## config.mk

```make
export PLATFORM = sky130hd
export DESIGN_NAME = exec_mc_ctrl
export DESIGN_NICKNAME = d
export VERILOG_FILES = /design/src/rtl/exec_mc_ctrl.sv
export SDC_FILE = /design/constraint.sdc
export NUM_CORES = 1
export LEC_CHECK = 0
export CAP_MARGIN = 20
export CORE_MARGIN = 1.5
export CORE_UTILIZATION = 38
export CTS_CLUSTER_SIZE = 8
export DETAILED_ROUTE_END_ITERATION = 7
export HOLD_SLACK_MARGIN = 0.02
export MAX_ROUTING_LAYER = met4
export PLACE_DENSITY = 0.81
export SLEW_MARGIN = 40
export SYNTH_ARGS = -nofsm -noshare
export SYNTH_HDL_FRONTEND = slang
export SYNTH_SLANG_ARGS = --single-unit
```

## constraint.sdc

```tcl
create_clock -name clk -period 1.86 [get_ports clk]
set_input_delay 0.372 -clock clk [delete_from_list [all_inputs] [get_ports clk]]
set_output_delay 0.372 -clock clk [all_outputs]
set_load 0.01 [all_outputs]
```

## src/rtl/exec_mc_ctrl.sv

```systemverilog
// exec_mc_ctrl: execute-stage sequencer between the ID/EX and EX/MEM registers.
// Single-cycle ALU results pass straight through; multiplier ops are issued
// with a one-cycle mc_fire pulse, EX stalls until mc_valid returns, and the
// captured result is held until the EX/MEM register takes it.
//
// Optional feature macro: MC_TIMEOUT_EN
//   defined   : a WAIT watchdog forces completion with a zero result after
//               TIMEOUT_CYCLES cycles and sets the sticky mc_timeout flag.
//   undefined : no counter, WAIT holds indefinitely, mc_timeout reads 0.
//
// Handshake: ex_out_valid/mem_ready is a strict valid/ready pair. A result
// is transferred in any cycle where both are high; while ex_out_valid is
// high and mem_ready is low, ex_result is held stable and ex_stall is
// asserted. ex_result reads 0 whenever ex_out_valid is 0.
//
// The reset input is named start (asynchronous, active-low). While it is
// low every output reads 0, even if id_valid is high.
module exec_mc_ctrl #(
    parameter int DATA_W         = 32,
    parameter int TIMEOUT_CYCLES = 16
) (
    input  logic              clk,
    input  logic              start,
    input  logic              flush,
    input  logic              id_valid,
    input  logic              is_mc,
    input  logic [DATA_W-1:0] alu_result,
    input  logic              mem_ready,
    input  logic              mc_valid,
    input  logic [DATA_W-1:0] mc_result,
    output logic              mc_fire,
    output logic              ex_stall,
    output logic              ex_out_valid,
    output logic [DATA_W-1:0] ex_result,
    output logic              mc_timeout,
    output logic [1:0]        state_dbg
);

    typedef enum logic [1:0] {
        S_IDLE = 2'd0,
        S_WAIT = 2'd1,
        S_DONE = 2'd2
    } state_t;

    state_t            state;
    logic [DATA_W-1:0] res_q;
    logic              wd_expire;

`ifdef MC_TIMEOUT_EN
    localparam int CNT_W = (TIMEOUT_CYCLES > 1) ? $clog2(TIMEOUT_CYCLES) : 1;
    localparam logic [CNT_W-1:0] CNT_LAST = CNT_W'(TIMEOUT_CYCLES - 1);

    logic [CNT_W-1:0] cnt;
    logic             timeout_q;

    // Watchdog fires on the last allowed WAIT cycle; a same-cycle mc_valid wins.
    assign wd_expire = (state == S_WAIT) && !mc_valid && (cnt == CNT_LAST);

    // WAIT-cycle counter and sticky timeout flag; flush abandons the op unflagged.
    always_ff @(posedge clk or negedge start) begin
        if (!start) begin
            cnt       <= '0;
            timeout_q <= 1'b0;
        end else if (flush || state != S_WAIT) begin
            cnt <= '0;
        end else if (!mc_valid) begin
            if (cnt == CNT_LAST) begin
                timeout_q <= 1'b1;
            end else begin
                cnt <= cnt + 1'b1;
            end
        end
    end

    assign mc_timeout = timeout_q;
`else
    assign wd_expire = 1'b0;
    // TIMEOUT_CYCLES only sizes the watchdog; without it the flag is constant 0.
    assign mc_timeout = 1'b0 && (TIMEOUT_CYCLES > 0);
`endif

    // Sequencer state and held multiplier result; flush always returns to IDLE.
    always_ff @(posedge clk or negedge start) begin
        if (!start) begin
            state <= S_IDLE;
            res_q <= '0;
        end else if (flush) begin
            state <= S_IDLE;
        end else begin
            case (state)
                S_IDLE: begin
                    if (id_valid && is_mc) begin
                        state <= S_WAIT;
                    end
                end
                S_WAIT: begin
                    if (mc_valid) begin
                        res_q <= mc_result;
                        state <= S_DONE;
                    end else if (wd_expire) begin
                        res_q <= '0;
                        state <= S_DONE;
                    end
                end
                S_DONE: begin
                    if (mem_ready) begin
                        state <= S_IDLE;
                    end
                end
                default: state <= S_IDLE;
            endcase
        end
    end

    // Output decode: everything is quiet during reset and in a flush cycle.
    always_comb begin
        mc_fire      = 1'b0;
        ex_stall     = 1'b0;
        ex_out_valid = 1'b0;
        ex_result    = '0;
        if (start && !flush) begin
            case (state)
                S_IDLE: begin
                    if (id_valid) begin
                        if (is_mc) begin
                            mc_fire  = 1'b1;
                            ex_stall = 1'b1;
                        end else begin
                            ex_out_valid = 1'b1;
                            ex_result    = alu_result;
                            ex_stall     = !mem_ready;
                        end
                    end
                end
                S_WAIT: begin
                    ex_stall = 1'b1;
                end
                S_DONE: begin
                    ex_out_valid = 1'b1;
                    ex_result    = res_q;
                    ex_stall     = !mem_ready;
                end
                default: begin
                    ex_stall = 1'b0;
                end
            endcase
        end
    end

    assign state_dbg = state;

endmodule
```

==> metrics <==
status finished with violations; failing checks negative setup slack; Core ar. 4720 um2; top-area cell type share of the netlist area 45.5%; register share of total power 45.6%; die height 73.2 um; Worst Hold Class input port to asynchronous set/reset pin; Max IR drop VDD 0.342 mV; EDFF count, synth 0; FMAX 0.504 GHz; Syn Area/Cell 14.1 um2; HPWL after DPL 3700 um; Final Hold Fails 0; final non-filler cell area 3170 um2; die area 5360 um2; vias in the first global route 1646; most instantiated cells after synthesis dfrtp_1 (34), a22o_1 (32), mux2_4 (30); Psw 543 uW; Hold Slack 0.0251 ns; Area contributors post-synth dfrtp_1 (45%), mux2_4 (24%), a22o_1 (15%); Via density 4.84; clk_skew 0.00296 ns; Synth area leader dfrtp_1; total congestion overflow 0; Initial Util 39.6%; number of buffers created by CTS 5; Primary FF master, synth dfrtp_1; RD Place Congestion 0.757; Routed Antenna Nets 0; GRT Total Usage 21.2%; Cell Area, Placed 3030 um2; CTS tree done; I/O Buffers 107; CTS H-tree depth 2; P_leak 0.00149 uW; Nets 329; CTS Root Cell clkbuf_8; Critical Path Source Type flip-flop; clk slew on worst S/H paths 0.07 ns; total wire length 5240 um; Synth Register Bits 34; Crit Path Category flip-flop to output port; pre-CTS setup slack -0.793 ns; Worst Path Arrival 1.61 ns; Critical Path RT 1.49 ns; RSZ-0062 raised after global routing true; total clock sinks 34; Yosys cell types 25; Pwr per Cell Area 747 nW/um2; sequential share of the synthesized area 45.5%; DIE WIDTH 73.2 um; Via Count 1572; worst reg-to-reg setup slack 0.39 ns; final worst path period need 1.99 ns; total of max-cap violations 0; Comb pwr share 25.3%; global-route wire length before repair 8430 um; clock power share 29.1%; Syn Nets 204; synthesized cell area 1870 um2; Post-synth ARST share 100%; Switching Fraction 23.0%; crit end category output port; CP max FO 8; Pins Over Slew Limit 0; pin count of the biggest net entering global routing 19; Synth-to-Final Area Change 69.3%; Pint 1820 uW; Cells after Synth 133; WL per Instance 16.1 um; 1st-pass router iterations 2; Longest Clk Path Bufs 2; Setup WS post-layout -0.125 ns; Final Setup Violations 32; DR DRC count 0; n_diodes 0; Core Rows 25; iteration-0 DRC count of the detailed router 60; synth warn 0; count leader, synth dfrtp_1; initial antenna violation count 0; Clock Latency Late Sink 0.28 ns; Fin Setup TNS -2.77 ns; fraction of layout cells with a size suffix above 1 41.9%; number of I/O pins 109; Tcrit/Tclk final 107%
==> worst max-delay path, cell delays in order (launching register included) <==
cell     delay [ns]
dfrtp_1        0.40
buf_6          0.13
inv_4          0.04
and4_4         0.22
buf_6          0.13
buf_12         0.12
a22o_1         0.15
buf_2          0.13
==> stage by stage <==
step / power, uW / utilization, % / cells
2_1_floorplan: 1390 / - / 133
3_3_place_gp: 1640 / 64.2 / 309
3_5_place_dp: 1670 / 64.2 / 309
4_1_cts: 2390 / 67.2 / 326
5_1_grt: 2480 / 67.1 / 325
6_report: 2370 / 67.1 / 325
==> cell type report <==
type / instances / area, um2
timing repair buffer: 132 / 1210
multi-input combinational: 83 / 901
fill: 380 / 1560
sequential: 34 / 851
tap: 67 / 83.8
inverter: 2 / 10.0
clock buffer: 6 / 82.6
clock inverter: 1 / 30.0
==> final timing paths <==
path	start	end	cells after the start
max in group asynchronous	start	res_q[13]	2
hold / removal	start	state_dbg[1]	2
setup reg to reg	state_dbg[1]	res_q[2]	5
setup / recovery	state_dbg[0]	ex_result[13]	7
hold reg to reg	res_q[6]	res_q[6]	1
min in group clk	res_q[6]	res_q[6]	1
==> per-layer routing <==
layer | global-route usage [%] | part of all wire, %
met1 | 27.3 | 44
met2 | 34.5 | 49
met3 | 3.59 | 5.9
met4 | 5.66 | 0.92
met5 | - | 0
==> cell usage in the layout (no fill, tap or decap), types with 2 or more instances in the layout <==
master / netlist / layout
buf_12: 3 / 4
clkbuf_8: 0 / 6
a22o_1: 32 / 32
nand3b_1: 2 / 2
buf_2: 5 / 36
mux2_4: 30 / 30
dfrtp_1: 34 / 34
mux2_2: 2 / 2
dlygate4sd2_1: 0 / 4
buf_4: 5 / 13
buf_16: 0 / 3
buf_6: 1 / 3
a21oi_1: 2 / 2
clkdlybuf4s50_1: 0 / 67
buf_8: 0 / 2
==> power by group through the flow <==
stage,registers [uW],logic [uW],clock network (uW)
finish,1080,599,687
CTS,1080,602,708
detailed placement,1080,587,0
floorplan,1040,347,0
global placement,1080,565,0
global route,1100,639,740
==> flip-flops by register name, indices dropped and copies added (netlist names) <==
name       cells
state_dbg      2
res_q         32
==> cell families (layout without fill, tap and decap cells) <==
logic type             after synthesis  in the layout  share of synthesized area (%)
AO/OA/AOI/OAI                       38             38                           16.8
flip-flops                          34             34                           45.5
multiplexers                        32             32                           25.3
buffers and inverters               16            141                           7.55
AND/OR/NAND/NOR                     12             12                           4.68
other                                1              1                          0.200
==> repair_timing <==
action	CTS	global route
endpoints found under the setup margin	35	35
cloned	3	0
hold buffers	0	0
pin swaps	33	6
buffers inserted	7	1
gates resized for setup	163	6
No activity file was read; power rests on OpenSTA's default activity.
